## config.mk

```make
export PLATFORM = sky130hd
export DESIGN_NAME = matrix_display_arbiter
export DESIGN_NICKNAME = d
export VERILOG_FILES = /design/src/rtl/matrix_display_arbiter.sv
export SDC_FILE = /design/constraint.sdc
export NUM_CORES = 1
export LEC_CHECK = 0
export ABC_AREA = 0
export ABC_CLOCK_PERIOD_IN_PS = 3050
export CORE_MARGIN = 3
export CORE_UTILIZATION = 40
export DETAILED_ROUTE_END_ITERATION = 12
export PLACE_DENSITY = 0.81
export SETUP_SLACK_MARGIN = 0.02
export SYNTH_ARGS = -nofsm -noshare
export SYNTH_HDL_FRONTEND = slang
export SYNTH_SLANG_ARGS = --single-unit
```

## constraint.sdc

```tcl
create_clock -name clk -period 3.05 [get_ports clk]
set_clock_uncertainty 0.2 [all_clocks]
set_input_delay 0.61 -clock clk [delete_from_list [all_inputs] [get_ports clk]]
set_output_delay 0.61 -clock clk [all_outputs]
set_load 0.01 [all_outputs]
```

## src/rtl/matrix_display_arbiter.sv

```systemverilog
// Round-robin arbiter sharing one 8x8 LED matrix scanner between NUM_REQ sources.
// Blanks the display on every owner change and bounds ownership time when others wait.
module matrix_display_arbiter #(
    parameter int NUM_REQ         = 4,
    parameter int BLANK_CYCLES    = 16,
    parameter int MAX_HOLD_CYCLES = 50_000_000
) (
    input  logic                       clk,
    input  logic                       rst,
    input  logic [NUM_REQ-1:0]         req,
    input  logic [NUM_REQ-1:0]         frame_valid,
    input  logic [NUM_REQ*64-1:0]      grid_in,
    output logic [63:0]                grid_out,
    output logic [NUM_REQ-1:0]         grant,
    output logic [$clog2(NUM_REQ)-1:0] owner_id,
    output logic                       busy
);

    localparam int IDW = $clog2(NUM_REQ);
    localparam int BW  = (BLANK_CYCLES > 1) ? $clog2(BLANK_CYCLES) : 1;
    localparam int HW  = $clog2(MAX_HOLD_CYCLES);

    localparam logic [BW-1:0] BLANK_LAST = BW'(BLANK_CYCLES - 1);
    localparam logic [HW-1:0] HOLD_LAST  = HW'(MAX_HOLD_CYCLES - 1);

    typedef enum logic [1:0] {IDLE, BLANK, OWN} state_t;

    state_t             state;
    logic [IDW-1:0]     last;
    logic [BW-1:0]      blank_cnt;
    logic [HW-1:0]      hold_cnt;

    logic [IDW-1:0]     pick;
    logic               pick_found;
    logic [NUM_REQ-1:0] owner_mask;
    logic [NUM_REQ-1:0] others;
    logic [63:0]        owner_slice;
    logic               owner_req;
    logic               hold_sat;

    // Search starts just after the last owner, so it is the lowest priority next time.
    // NOTE: every signal assigned in always_comb gets a default first so no latch is inferred.
    always_comb begin
        pick       = last;
        pick_found = 1'b0;
        for (int k = 1; k <= NUM_REQ; k++) begin
            if (!pick_found && req[(int'(last) + k) % NUM_REQ]) begin
                pick       = IDW'((int'(last) + k) % NUM_REQ);
                pick_found = 1'b1;
            end
        end
    end

    always_comb begin
        owner_mask  = {{(NUM_REQ-1){1'b0}}, 1'b1} << owner_id;
        others      = req & ~owner_mask;
        owner_slice = grid_in[64*int'(owner_id) +: 64];
        owner_req   = req[owner_id];
        hold_sat    = (hold_cnt == HOLD_LAST);
    end

    // owner_id doubles as the pending owner while in BLANK.
    // NOTE: sequential state uses non-blocking assignments so every register samples pre-edge values.
    always_ff @(posedge clk) begin
        if (rst) begin
            state     <= IDLE;
            grid_out  <= '0;
            grant     <= '0;
            busy      <= 1'b0;
            owner_id  <= '0;
            last      <= IDW'(NUM_REQ - 1);
            blank_cnt <= '0;
            hold_cnt  <= '0;
        end else begin
            case (state)
                IDLE: begin
                    grant    <= '0;
                    grid_out <= '0;
                    busy     <= 1'b0;
                    if (|req) begin
                        owner_id  <= pick;
                        blank_cnt <= '0;
                        busy      <= 1'b1;
                        state     <= BLANK;
                    end
                end

                BLANK: begin
                    if (blank_cnt == BLANK_LAST) begin
                        if (owner_req) begin
                            state    <= OWN;
                            grant    <= owner_mask;
                            grid_out <= owner_slice;
                            last     <= owner_id;
                            hold_cnt <= '0;
                        end else begin
                            state <= IDLE;
                            busy  <= 1'b0;
                        end
                    end else begin
                        blank_cnt <= blank_cnt + 1'b1;
                    end
                end

                OWN: begin
                    // Release wins over a same-cycle frame; preemption only when someone waits.
                    if (!owner_req || (hold_sat && |others)) begin
                        grant    <= '0;
                        grid_out <= '0;
                        if (|others) begin
                            owner_id  <= pick;
                            blank_cnt <= '0;
                            state     <= BLANK;
                        end else begin
                            state <= IDLE;
                            busy  <= 1'b0;
                        end
                    end else begin
                        if (!hold_sat)
                            hold_cnt <= hold_cnt + 1'b1;
                        if (frame_valid[owner_id])
                            grid_out <= owner_slice;
                    end
                end

                default: state <= IDLE;
            endcase
        end
    end

endmodule
```

==> run_results.csv <==
group,metric,value,unit
yosys,ys_warn_count,0,
clock_network,cts_resized,0,
flow_run,drv_cap,0,
yosys,synth_top_area_share,0.3265,
yosys,ys_seq_area_frac,0.3265,
sta,max_slew.worst_pin.slew,696.9,ps
yosys,synth_edf_count,0,
clock_network,ctsHoldBuffers,0,
worst_setup_path,critPathArrivalTime,2850,ps
yosys,synthTopCellsByCount,"dfxtp_1 (105), nor3b_1 (67), mux4_2 (66)",
yosys,synth_area_leaders,"dfxtp_1 (33%), mux4_2 (23%), nor3b_1 (7.8%), a31o_1 (7.6%), a21oi_1 (2.3%)",
clock_network,cts_buffer_depth,2,
final_layout,area_growth,63.82,%
worst_setup_path,crit_path_end_kind,"flop",
sta,worst_slack,245.5,ps
final_layout,layout.nets,1209,
detailed_routing,drc,0,
clock_network,numCtsBuffers,9,
die,row_count,45,
grt,grtUsageTotal,0.2748,
die,dieHeight,132.9,um
worst_setup_path,path_common_cell,"buf_12",
detailed_routing,route.detailed.wl_per_inst,21.60,um
worst_setup_path,slowest_delay,410,ps
placement,dpl_worst_slack,-88.56,ps
grt,overflow,0,
yosys,yosysUniqueCellTypes,54,
worst_setup_path,path_max_fanout,24,
worst_setup_path,path_buf_inv,2,
worst_setup_path,critPathRequiredTime,3090,ps
placement,dp_cells,1137,
final_layout,stdcell_count,1155,
clock_network,cts-root-buf,"clkbuf_16",
final_layout,n_fill_cell,1129,
yosys,synth_fp_nets,878,
clock_network,path_clk_slew,70,ps
sta,max_freq,356.6,MHz
yosys,ys_async_sr_fraction,0,
die,core_area,15480,um2
grt,grt_pass1_vias,6545,
detailed_routing,postRouteAntennaNets,0,
sta,layout_min_cycle_time,2804,ps
grt,grt_antenna_before_repair,3,
yosys,yosys.area.top_type,"dfxtp_1",
yosys,netlist_instances,606,
yosys,synth-seq-cells,105,
pwr,ir_worst_vdd,0.0003595,V
sta,grt_setup_unrepaired,"no",
yosys,syn_avg_cell_area,10.62,um2
clock_network,cts_setup_buffers,0,
yosys,syn_area,6439,um2
placement,numPortBuffers,336,
detailed_routing,wirelength,24950,um
grt,grt_pass1_wl,37890,um
sta,post-route-period-util,0.9195,
worst_setup_path,crit_type,"reg -> reg",
sta,fin_setup_tns,0,ps
sta,setup_viol,0,
die,ioPinCount,337,
clock_network,cts_tree,"built",
final_layout,final_core_util,0.6812,
clock_network,clk_latency,350,ps
detailed_routing,drt-initial-drc-count,496,
pwr,power.density,507.5,nW/um2
detailed_routing,viasPerCell,5.714,
sta,slew_violations,0,
run_status,status,"completed",
pwr,total_power,0.005352,W
grt,grt_max_degree,39,
die,initial_core_util,0.4158,
worst_setup_path,cp_slowest_cell,"dfxtp_1",
worst_setup_path,cp_cell_sequence,"ha_1 > and4_1 > nand4_1 > nand4bb_2 > a221oi_4 > buf_12 > buf_12 > nor3b_1 > a31o_2",
clock_network,cts_htree_levels,3,
yosys,yosysMostFrequentCell,"dfxtp_1",
worst_setup_path,critPathTopFamily,"simple AND/OR/NAND/NOR gates",
yosys,ys.flop_type,"dfxtp_1",
hold_path,min_path_type,"reg -> reg",
detailed_routing,vias,6600,
detailed_routing,dr.pass1.iters,4,
die,die_area,17650,um2
sta,hold_violations,0,
placement,gp_congestion,0.8527,
sta,maxSlewHeadroom,0.5354,
die,die_w,132.9,um
final_layout,layout-drive-gt1-share,0.1571,
worst_setup_path,cp-start-kind,"flop",
clock_network,cts_sinks,105,
pwr,power_leakage,3.709,nW
placement,dp_hpwl,19800,um
-- flip-flops by register name, summed over array words and instances, names as in the netlist --
signal,cells
grid_out,64
owner_id,2
blank_cnt,4
hold_cnt,26
last,2
busy,1
state,2
grant,4
-- layout by cell type, fill, tap and decap left out, drive strengths merged, types with 5 or more instances in the layout --
master	n
a21o	8
and4	7
nor2	14
inv	7
nor4	7
mux2i	5
nand4	6
and3	9
clkbuf	13
ha	6
o21ai	21
nand3	11
buf	46
a31oi	8
dfxtp	105
nand2	38
nor3b	67
a21oi	29
mux4	66
a31o	68
or3	5
nor3	15
clkdlybuf4s50	335
-- worst register-to-register path, stage by stage, from the launching register on --
cell,delay (ps)
dfxtp_1,410
ha_1,230
and4_1,330
nand4_1,180
nand4bb_2,370
a221oi_4,310
buf_12,190
buf_12,170
nor3b_1,80
a31o_2,230
-- final timing paths --
kind                                          startpoint  slack, ps                         to  cells past startpoint
worst min-delay path               grant[3]$_SDFFE_PP0P_        260      grant[3]$_SDFFE_PP0P_                      2
worst max-delay path            hold_cnt[0]$_SDFFE_PP0P_        250  grid_out[26]$_SDFFE_PP0P_                      9
worst max register to register  hold_cnt[0]$_SDFFE_PP0P_        250  grid_out[26]$_SDFFE_PP0P_                      9
worst min register to register     grant[3]$_SDFFE_PP0P_        260      grant[3]$_SDFFE_PP0P_                      2
-- per-stage QoR --
stage	hold WS, ps	area (um2)
final	258.4	10550
after global routing	269.3	10550
after CTS	257.6	10540
after detailed placement	249.2	10210
after global placement	241.1	10210
after floorplan	241.2	6439
-- routing by layer --
layer	global-route usage	up-vias	routed length [um]
met5	0	-	13
met4	0.07448	2	469
met3	0.1049	32	2487
met2	0.4506	298	12170
met1	0.3396	3194	9806
li1	-	3074	-
-- logic make-up after synthesis --
group,Yosys count,share of synthesized area
simple gates,195,0.1856
compound gates,160,0.1836
flops,105,0.3265
mux,71,0.2386
buf+inv,69,0.05402
fa+ha+maj,6,0.01166
-- area by class of cell --
class,count,area [um2],area share
clock buffers,13,291.5,0.02764
well taps,211,264.0,0.02503
repair buffers,381,3799,0.3601
inverters,8,30.03,0.002847
multi-input cells,432,4005,0.3797
diodes,2,5.005,0.0004745
flip-flops and latches,105,2110,0.2000
clock inverters,3,43.79,0.004152
-- report_power, final --
group | total, W | internal [W] | switching, W
clock network | 0.00128 | 0.000754 | 0.000527
logic | 0.00247 | 0.00135 | 0.00112
registers | 0.00161 | 0.00150 | 0.000110
No activity file was read; power rests on OpenSTA's default activity.
